## config.mk

```make
export PLATFORM = sky130hd
export DESIGN_NAME = seg_data_latch
export DESIGN_NICKNAME = d
export VERILOG_FILES = /design/src/rtl/seg_data_latch.sv
export SDC_FILE = /design/constraint.sdc
export NUM_CORES = 1
export LEC_CHECK = 0
export BUFFER_PORTS_ARGS = -buffer_cell sky130_fd_sc_hd__buf_2
export CORE_ASPECT_RATIO = 0.5
export CORE_MARGIN = 1.5
export CORE_UTILIZATION = 50
export DETAILED_ROUTE_END_ITERATION = 8
export PLACE_DENSITY_LB_ADDON = 0.05
export SLEW_MARGIN = 5
export SYNTH_ARGS = -nofsm -noshare
export SYNTH_HDL_FRONTEND = slang
export SYNTH_SLANG_ARGS = --single-unit
```

## constraint.sdc

```tcl
create_clock -name i_Clk -period 1.6 [get_ports i_Clk]
set_clock_uncertainty 0.1 [all_clocks]
set_input_delay 0.32 -clock i_Clk [delete_from_list [all_inputs] [get_ports i_Clk]]
set_output_delay 0.32 -clock i_Clk [all_outputs]
set_load 0.01 [all_outputs]
```

## src/rtl/seg_data_latch.sv

```systemverilog
// seg_data_latch: write-port register file for a 4-digit display driver.
// Staged 16-bit commit, enable/blink control, free-running scan prescaler.
module seg_data_latch #(
  parameter int PRESCALE    = 32768,
  parameter int BLINK_TICKS = 128
) (
  input  logic        i_Clk,
  input  logic        i_Rst_n,
  input  logic        i_Wr_En,
  input  logic [1:0]  i_Wr_Addr,
  input  logic [7:0]  i_Wr_Data,
  output logic        o_Wr_Ack,
  output logic [15:0] o_Data,
  output logic        o_OE,
  output logic        o_Scan_Tick
);

  localparam int PW =
    (PRESCALE > 1) ? $clog2(PRESCALE) : 1;
  localparam logic [PW-1:0] P_LAST = PW'(PRESCALE - 1);
  localparam logic [PW-1:0] P_PRE  = PW'(PRESCALE - 2);
  localparam logic [PW-1:0] P_ONE  = PW'(1);
  localparam logic [7:0]    B_LAST = 8'(BLINK_TICKS - 1);

  logic [PW-1:0] pre_cnt;
  logic          tick_q;
  logic [7:0]    stage_lo;
  logic [15:0]   data_q;
  logic          en_q;
  logic          blink_q;
  logic          ph_q;
  logic [7:0]    bcnt;
  logic          ack_q;
  logic          oe_q;

  logic wr_lo;
  logic wr_hi;
  logic wr_ctl;

  // Address decode; addr 3 decodes to nothing but is still acked.
  always_comb begin
    wr_lo  = 1'b0;
    wr_hi  = 1'b0;
    wr_ctl = 1'b0;
    if (i_Wr_En) begin
      unique case (i_Wr_Addr)
        2'd0: wr_lo  = 1'b1;
        2'd1: wr_hi  = 1'b1;
        2'd2: wr_ctl = 1'b1;
        2'd3: ;
      endcase
    end
  end

  // Prescaler; tick is pre-registered so it is high while count is last.
  always_ff @(posedge i_Clk) begin
    if (!i_Rst_n) begin
      pre_cnt <= '0;
      tick_q  <= 1'b0;
    end else begin
      pre_cnt <= (pre_cnt == P_LAST) ? '0 : pre_cnt + P_ONE;
      tick_q  <= (pre_cnt == P_PRE);
    end
  end

  // Staging low byte and atomic 16-bit commit.
  always_ff @(posedge i_Clk) begin
    if (!i_Rst_n) begin
      stage_lo <= 8'h00;
      data_q   <= 16'h0000;
    end else begin
      if (wr_lo) stage_lo <= i_Wr_Data;
      if (wr_hi) data_q <= {i_Wr_Data, stage_lo};
    end
  end

  // Control write restarts blink phase, overriding a same-cycle toggle.
  always_ff @(posedge i_Clk) begin
    if (!i_Rst_n) begin
      en_q    <= 1'b0;
      blink_q <= 1'b0;
      ph_q    <= 1'b1;
      bcnt    <= 8'h00;
    end else if (wr_ctl) begin
      en_q    <= i_Wr_Data[0];
      blink_q <= i_Wr_Data[1];
      ph_q    <= 1'b1;
      bcnt    <= 8'h00;
    end else if (tick_q) begin
      if (bcnt == B_LAST) begin
        bcnt <= 8'h00;
        ph_q <= ~ph_q;
      end else begin
        bcnt <= bcnt + 8'h01;
      end
    end
  end

  // Ack every write one cycle later; output enable lags its inputs by one.
  always_ff @(posedge i_Clk) begin
    if (!i_Rst_n) begin
      ack_q <= 1'b0;
      oe_q  <= 1'b0;
    end else begin
      ack_q <= i_Wr_En;
      oe_q  <= en_q & (~blink_q | ph_q);
    end
  end

  assign o_Wr_Ack    = ack_q;
  assign o_Data      = data_q;
  assign o_OE        = oe_q;
  assign o_Scan_Tick = tick_q;

endmodule
```

==> results_dict.tcl, run 1 <==
set metrics [dict create \
    overflow 0 \
    clkTransAtPathRegs_ns 0.09 \
    yosys.cell_count.top_type "dfxtp_1" \
    holdWs_ns 0.177 \
    wl_met3_um 128 \
    start_util_pct 53.5 \
    maxSlewHeadroom_pct 80.4 \
    max_stage_delay_ns 0.37 \
    synth_area_um2 2140 \
    netlist_instances 227 \
    cts_tree "built" \
    synthTopCellsByArea "dfxtp_1, nand2_1, a21boi_0, xor2_1, mux2i_1" \
    finalPower_uw 2180 \
    synth_edf_count 0 \
    antenna_found_initial 0 \
    dr.pass1.iters 4 \
    crit_chain "and4_4 -> nand3_4 -> o41ai_4 -> buf_4 -> nor2_1" \
    hold_viol 0 \
    dp_cells 318 \
    detail_route.wl_per_cell_um 11.7 \
    synth_compound_area_share_pct 8.29 \
    async_flop_share_pct 0 \
    final_max_slew_viol_count 0 \
    leakage_uw 0.00104 \
    gp_congestion 0.834 \
    required_ns 1.69 \
    route.detailed.drc 0 \
    ys_ff_latch 53 \
    synth_commonest_cells "dfxtp_1, nand2_1, nor2_1" \
    synth_top_area_share_pct 49.5 \
    crit_path_top_delay_cell "o41ai_4" \
    yosysSeqAreaShare_pct 49.5 \
    fin_crit_sh_pct 94.6 \
    synthDistinctLibCells 32 \
    yosys_warnings 0 \
    cts.sinks 53 \
    cts_root_buf "clkbuf_8" \
    drv_cap 0 \
    final_cells 324 \
    via_count 1590 \
    cts_buffers 5 \
    fin_tns_setup_ns 0 \
    ir_drop_mv 0.438 \
    ant_nets 0 \
    wl_met2_mm 1.64 \
    start_kind "flop" \
    die_w_um 95.6 \
    met1Wirelength_mm 1.98 \
    synth_top_family_by_area "simple AND/OR/NAND/NOR gates" \
    hp-class "primary input to flop" \
    worst_pin_slew_ns 0.291 \
    critPathBufInv 1 \
    synth-xor-area-share_pct 7.76 \
    grt_setup_unrepaired "false" \
    synth_mux_area_share_pct 5.14 \
    crit_fanout 5 \
    outcome "finished clean" \
    crit_type "flop to flop" \
    layout-drive-gt1-share_pct 23.0 \
    grt_pass1_wl_mm 6.85 \
    cp-end-kind "flop" \
    grt_max_degree 31 \
    die_area_um2 4710 \
    cts_max_path_buffers 2 \
    highest_layer "met4" \
    worstPathArrival_ns 1.61 \
    grt_pass1_vias 1589 \
    post_drt_via_cell_ratio 4.91 \
    syn_to_final_growth_pct 17.8 \
    final_util_pct 63.1 \
    yosys.area_share.simple_pct 24.8 \
    die_y_um 49.3 \
    grt.total_usage_pct 18.8 \
    avgSynthCellArea_um2 9.44 \
    fin_nets 287 \
    dp_hpwl_mm 2.72 \
    synth_top_area_cell "dfxtp_1" \
    clk_latency_ns 0.30 \
    min_period_ns 1.51 \
    drtIter0Drc 26 \
    n_antenna_cell 0 \
    max_freq_ghz 0.661 \
    htree_levels 2 \
    powerDensity_nw_per_um2 863 \
    fp-row-count 16 \
    synthFlopType "dfxtp_1" \
    synth_fa_ha_area_share_pct 1.75 \
    ios 32 \
    wirelength_mm 3.79 \
    setup_viol 0 \
    io_buffers 31 \
    cpLargestDelayFamily "simple AND/OR/NAND/NOR gates" \
    synthesis.nets 243 \
    core-area_um2 4000 \
]
[per-layer routing]
| layer | up-vias | track usage [%] |
|---|---|---|
| li1 | 838 | - |
| met2 | 19 | 29.5 |
| met3 | 4 | 6.07 |
| met5 | - | 0 |
| met4 | 0 | 6.62 |
| met1 | 729 | 24.4 |
[cells by family after synthesis]
| family | count (synthesis) |
|---|---|
| and+or+nand+nor | 106 |
| DFF | 53 |
| buffers and inverters | 13 |
| muxes | 11 |
| AOI/OAI and AO/OA | 22 |
| xor gates and xnor gates | 19 |
| adders and majority gates | 3 |
[layout by cell type (no fill, tap or decap), drive strengths merged, types with 4 or more instances in the layout]
cell / count
nor2: 22
and2: 4
nand3: 8
xnor2: 6
a21boi: 17
dfxtp: 53
nor2b: 10
nand2: 40
buf: 47
clkbuf: 5
nand4: 7
mux2i: 11
xor2: 13
[through the flow]
step                cell area [um^2]  setup WS (ns)
floorplan                       2140          0.109
global placement                2440          0.123
detailed placement              2440         0.0612
CTS                             2510         0.0271
global route                    2520         0.0199
finish                          2520         0.0864
[area by class of cell]
class | instances | area, um^2
Clock buffer | 5 | 68.8
Clock inverter | 1 | 5.00
Fill cell | 343 | 1480
Inverter | 3 | 11.3
Multi-Input combinational cell | 161 | 1030
Sequential cell | 53 | 1060
Tap cell | 54 | 67.6
Timing Repair Buffer | 47 | 275
[path summary, 6_finish.rpt]
kind	startpoint	endpoint	slack, ns	cells past startpoint
worst min-delay path	i_Wr_En	o_Wr_Ack	0.18	2
worst max-delay path	pre_cnt[9]	pre_cnt[11]	0.09	5
worst min register to register	en_q	o_OE	0.34	2
worst max register to register	pre_cnt[9]	pre_cnt[11]	0.09	5
[repair_timing]
| action | CTS | global route |
|---|---|---|
| resized for setup | 0 | 4 |
| hold buffers | 0 | 0 |
| setup buffers | 0 | 0 |
| endpoints found under the setup margin | 0 | 17 |
[registers in the layout, summed over array words and instances, names as in the netlist, 8 cells and up]
name,cells
pre_cnt,15
o_Data,16
stage_lo,8
bcnt,8
[power breakdown]
part	switching (uW)	leakage, uW	internal [uW]	total [uW]
clock network	391	0.0000399	289	680
logic	73.6	0.000566	69.3	143
registers	12.9	0.000430	1340	1360
Note: power is estimated with default switching activity, not from simulation.
==> run 2: changes to the inputs <==
- CELL_PAD_IN_SITES_DETAIL_PLACEMENT: not set -> 0
- CELL_PAD_IN_SITES_GLOBAL_PLACEMENT: not set -> 2
- CORE_UTILIZATION: 50 -> 31
- MAX_ROUTING_LAYER: not set -> met4
- SETUP_SLACK_MARGIN: not set -> 0.15
==> run 2 against run 1 <==
Net effect: core utilization fell by 22 points; first-iteration DRC count rose to 3.0 times the previous value; wire length rose by 18%; power rose by 18%; critical path depth did not move; cell area rose by 8.9%; setup slack improved by 0.019 ns; die area rose by 58%; non-clock buffer count rose by 7; via count rose by 2.3%; count of clock-buffer cells in the layout rose by 1.
==> results_dict.tcl, run 2 (synthesis gave the netlist of run 1 again) <==
set metrics [dict create \
    outcome "finished clean" \
    post_drt_via_cell_ratio 4.38 \
    switchingPower_uw 576 \
    max_freq_ghz 0.669 \
    reg2reg_from "pre_cnt[0]" \
    overflow 0 \
    cts_max_path_buffers 2 \
    io_buffers 31 \
    grt_pass1_wl_mm 7.38 \
    leakage_uw 0.00110 \
    n_antenna_cell 0 \
    min_period_ns 1.49 \
    fillers 690 \
    crit_chain "ha_4 -> nand3_4 -> o41ai_4 -> buf_4 -> nor2_1" \
    die_area_um2 7450 \
    via_count 1626 \
    die_y_um 61.8 \
    final_max_slew_viol_count 0 \
    final_common_cell "dfxtp_1" \
    wirelength_mm 4.48 \
    crit_fanout 6 \
    route.detailed.drc 0 \
    grt.total_usage_pct 13.7 \
    syn_to_final_growth_pct 28.3 \
    crit_path_top_delay_cell "o41ai_4" \
    start_util_pct 32.1 \
    holdPathStages 3 \
    mostFrequentLayoutCells "dfxtp_1, nand2_1, buf_2" \
    fin_nets 294 \
    grt_pass1_vias 1510 \
    dr.pass1.iters 4 \
    ir_drop_mv 0.365 \
    maxSlewHeadroom_pct 77.2 \
    ant_nets 0 \
    power_frac_comb_pct 5.8 \
    setup_viol 0 \
    min_to "o_Data[12]" \
    p_int_uw 1990 \
    required_ns 1.69 \
    r2r-end "pre_cnt[5]" \
    fp-row-count 21 \
    powerDensity_nw_per_um2 933 \
    die_w_um 121 \
    fin_tns_setup_ns 0 \
    clk_latency_ns 0.29 \
    cts_tree "built" \
    antenna_found_initial 0 \
    htree_levels 2 \
    cts_root_buf "clkbuf_16" \
    pwr-share-clk_pct 41.2 \
    p_sw_share_pct 22.5 \
    pwr-share-seq_pct 53.0 \
    reg2reg_slack_ns 0.11 \
    drtIter0Drc 79 \
    final_util_pct 41.2 \
    postCtsHoldBufs 0 \
    detail_route.wl_per_cell_um 12.1 \
    cts.sinks 53 \
    cts_buffers 5 \
    hp-start "i_Wr_Data[4]" \
    start_kind "flop" \
    worst_pin_slew_ns 0.339 \
    cp-end-kind "flop" \
    fin_crit_sh_pct 93.4 \
    layout-drive-gt1-share_pct 28.7 \
    hold_viol 0 \
    crit_type "flop to flop" \
    dp_hpwl_mm 2.91 \
    clkTransAtPathRegs_ns 0.07 \
    hp-class "primary input to flop" \
    ff2ff_path_depth 5 \
    max_stage_delay_ns 0.40 \
    largest_register_ffs 16 \
    worstPathArrival_ns 1.59 \
    gp_congestion 0.719 \
    grt_setup_unrepaired "true" \
    core-area_um2 6670 \
    ios 32 \
    drv_cap 0 \
    grt_max_degree 23 \
]
-- run 2: worst max path at each step --
stage | cells after the start | startpoint | slack (ns) | end
6_report | 5 | pre_cnt[0] | 0.11 | pre_cnt[5]
5_1_grt | 5 | pre_cnt[1] | 0.03 | pre_cnt[9]
4_1_cts | 5 | pre_cnt[9] | 0.07 | pre_cnt[0]
3_5_place_dp | 5 | pre_cnt[0] | 0.05 | pre_cnt[4]
3_3_place_gp | 5 | pre_cnt[0] | 0.1 | pre_cnt[13]
2_1_floorplan | 5 | pre_cnt[0] | 0.16 | pre_cnt[10]
-- run 2: layout make-up --
cell class,instances,area [um^2],area share [%]
Multi-Input combinational cell,161,1080,39.2
Sequential cell,53,1070,39.1
Timing Repair Buffer,54,332,12.1
Clock buffer,6,129,4.69
Tap cell,92,115,4.19
Inverter,3,11.3,0.410
Clock inverter,2,10.0,0.364
-- run 2: per-layer routing --
layer	vias up	track usage (%)	routed length [um]
met2	22	20.5	1930
li1	856	-	-
met1	740	17.2	2300
met4	0	5.55	67
met5	-	-	0
met3	8	4.65	180
-- run 2: repair_timing --
action	4_1_cts	5_1_grt
pin swaps	10	4
resized for setup	8	8
cloned	1	0
endpoints found under the setup margin	17	17
setup buffers	4	5
-- run 2: worst max-delay path: cells and delay by family, from the launching register on --
kind | cells | cell delay (ns)
fa+ha+maj | 1 | 0.15
simple gates | 2 | 0.16
buf+inv | 1 | 0.21
compound gates | 1 | 0.40
flops | 1 | 0.37
-- run 2: per-stage QoR --
stage | instances | hold WS, ns | setup slack, ns | total power, uW | area, um^2
floorplan | 227 | 0.307 | 0.162 | 1470 | 2160
global placement | 353 | 0.323 | 0.0958 | 1530 | 2480
detailed placement | 353 | 0.327 | 0.0457 | 1530 | 2480
CTS | 366 | 0.168 | 0.0654 | 2620 | 2680
global route | 371 | 0.176 | 0.0315 | 2690 | 2750
finish | 371 | 0.179 | 0.105 | 2560 | 2750
-- run 2: power groups by stage --
stage	sequential [uW]	combinational, uW	clock, uW
detailed placement	1390	141	0
global route	1360	166	1160
global placement	1390	139	0
finish	1360	148	1060
floorplan	1390	77.8	0
CTS	1360	147	1110
==> run 3: changes to the inputs <==
- RECOVER_POWER: not set -> 100
==> run 3 against run 2 <==
Net effect: cell area is 1.8% lower; sequential cell count stayed put; worst hold slack improved by 0.00087 ns; count of clock-buffer cells in the layout unchanged; power shrank 0.25%; cell count unchanged; die area unchanged.
==> results_dict.tcl, run 3 (synthesis gave the netlist of run 1 again) <==
set metrics [dict create \
    crit_chain "ha_4 -> nand3_4 -> o41ai_4 -> buf_4 -> nor2_1" \
    wirelength_mm 4.48 \
    post_drt_via_cell_ratio 4.36 \
    reg2reg_slack_ns 0.10 \
    via_count 1617 \
    dp_hpwl_mm 2.91 \
    grt_max_degree 23 \
    cts_tree "built" \
    worst_pin_slew_ns 0.433 \
    finalPower_uw 2560 \
    start_kind "flop" \
    layout-drive-gt1-share_pct 19.0 \
    grt_pass1_vias 1510 \
    htree_levels 2 \
    crit_fanout 6 \
    worstPathArrival_ns 1.59 \
    overflow 0 \
    dr.pass1.iters 4 \
    min_period_ns 1.50 \
    maxSlewHeadroom_pct 71.1 \
    final_max_slew_viol_count 0 \
    largest_register_ffs 16 \
    fin_tns_setup_ns 0 \
    start_util_pct 32.1 \
    leakage_uw 0.00102 \
    ant_nets 0 \
    fin_crit_sh_pct 93.6 \
    powerDensity_nw_per_um2 947 \
    mostFrequentLayoutCells "dfxtp_1, nand2_1, nor2_1, clkbuf_1, buf_4" \
    core-area_um2 6670 \
    n_antenna_cell 0 \
    route.detailed.drc 0 \
    hp-class "primary input to flop" \
    ir_drop_mv 0.361 \
    die_y_um 61.8 \
    ios 32 \
    syn_to_final_growth_pct 26.0 \
    setup_viol 0 \
    antenna_found_initial 0 \
    fp-row-count 21 \
    grt_setup_unrepaired "true" \
    fin_nets 294 \
    crit_path_top_delay_cell "o41ai_4" \
    hold_viol 0 \
    max_freq_ghz 0.668 \
    die_area_um2 7450 \
    clk_latency_ns 0.29 \
    cts_max_path_buffers 2 \
    placed_area_um2 2480 \
    die_w_um 121 \
    cts.sinks 53 \
    final_util_pct 40.5 \
    detail_route.wl_per_cell_um 12.1 \
    outcome "finished clean" \
    cp-end-kind "flop" \
    postCtsHoldBufs 0 \
    cts_root_buf "clkbuf_16" \
    cts_buffers 5 \
    grt_pass1_wl_mm 7.38 \
    required_ns 1.69 \
    fin_area_um2 2700 \
    max_stage_delay_ns 0.40 \
    drv_cap 0 \
    final_common_cell "dfxtp_1" \
    clkTransAtPathRegs_ns 0.07 \
    io_buffers 31 \
    grt.total_usage_pct 13.7 \
    crit_type "flop to flop" \
    gp_congestion 0.719 \
    drtIter0Drc 96 \
]
## run 3: changes by cell type in the layout (fill, tap and decap cells not counted), sizes merged
cell and delta:
clkbuf +21, buf -21
## run 3: path summary, 6_finish.rpt
path | start | to | cells past startpoint
worst min-delay path | i_Wr_Data[4] | o_Data[12] | 3
worst max-delay path | pre_cnt[0] | pre_cnt[5] | 5
worst min register to register | blink_q | o_OE | 1
worst max register to register | pre_cnt[0] | pre_cnt[5] | 5
## run 3: worst max-delay path: cells and delay by family, from the launching register on
kind | cells | cell delay (ns)
AO/OA/AOI/OAI | 1 | 0.40
buffers and inverters | 1 | 0.21
AND/OR/NAND/NOR | 2 | 0.16
adder cells (fa/ha/maj) | 1 | 0.15
flip-flops | 1 | 0.37
## run 3: repair_timing
| action | in CTS | in global routing |
|---|---|---|
| endpoints found under the setup margin | 17 | 17 |
| pin swaps | 10 | 4 |
| gates cloned | 1 | 0 |
| gates resized for setup | 8 | 8 |
| buffers inserted | 4 | 5 |
## run 3: layout make-up
class,count,area [um^2]
Inverter,3,11.3
Tap cell,92,115
Timing Repair Buffer,54,302
Clock inverter,2,10.0
Fill cell,702,3970
Multi-Input combinational cell,161,1060
Clock buffer,6,129
Sequential cell,53,1070
## run 3: power breakdown
| group | switching, uW | total [uW] | internal (uW) |
|---|---|---|---|
| registers | 17.6 | 1360 | 1340 |
| logic | 76.6 | 142 | 65.8 |
| clock network | 480 | 1060 | 576 |
| total | 574 | 2560 | 1980 |
## run 3: per-stage QoR
stage               instances  hold slack (ns)  setup WS [ns]
CTS                       366            0.168         0.0654
global placement          353            0.323         0.0958
finish                    371            0.180          0.103
floorplan                 227            0.307          0.162
detailed placement        353            0.327         0.0457
global route              371            0.178         0.0202
## run 3: layer usage
metal | wire [um] | track usage (%) | up-vias
met3 | 173 | 4.65 | 7
li1 | - | - | 854
met5 | 0 | - | -
met2 | 1910 | 20.5 | 23
met1 | 2330 | 17.2 | 733
met4 | 63 | 5.55 | 0
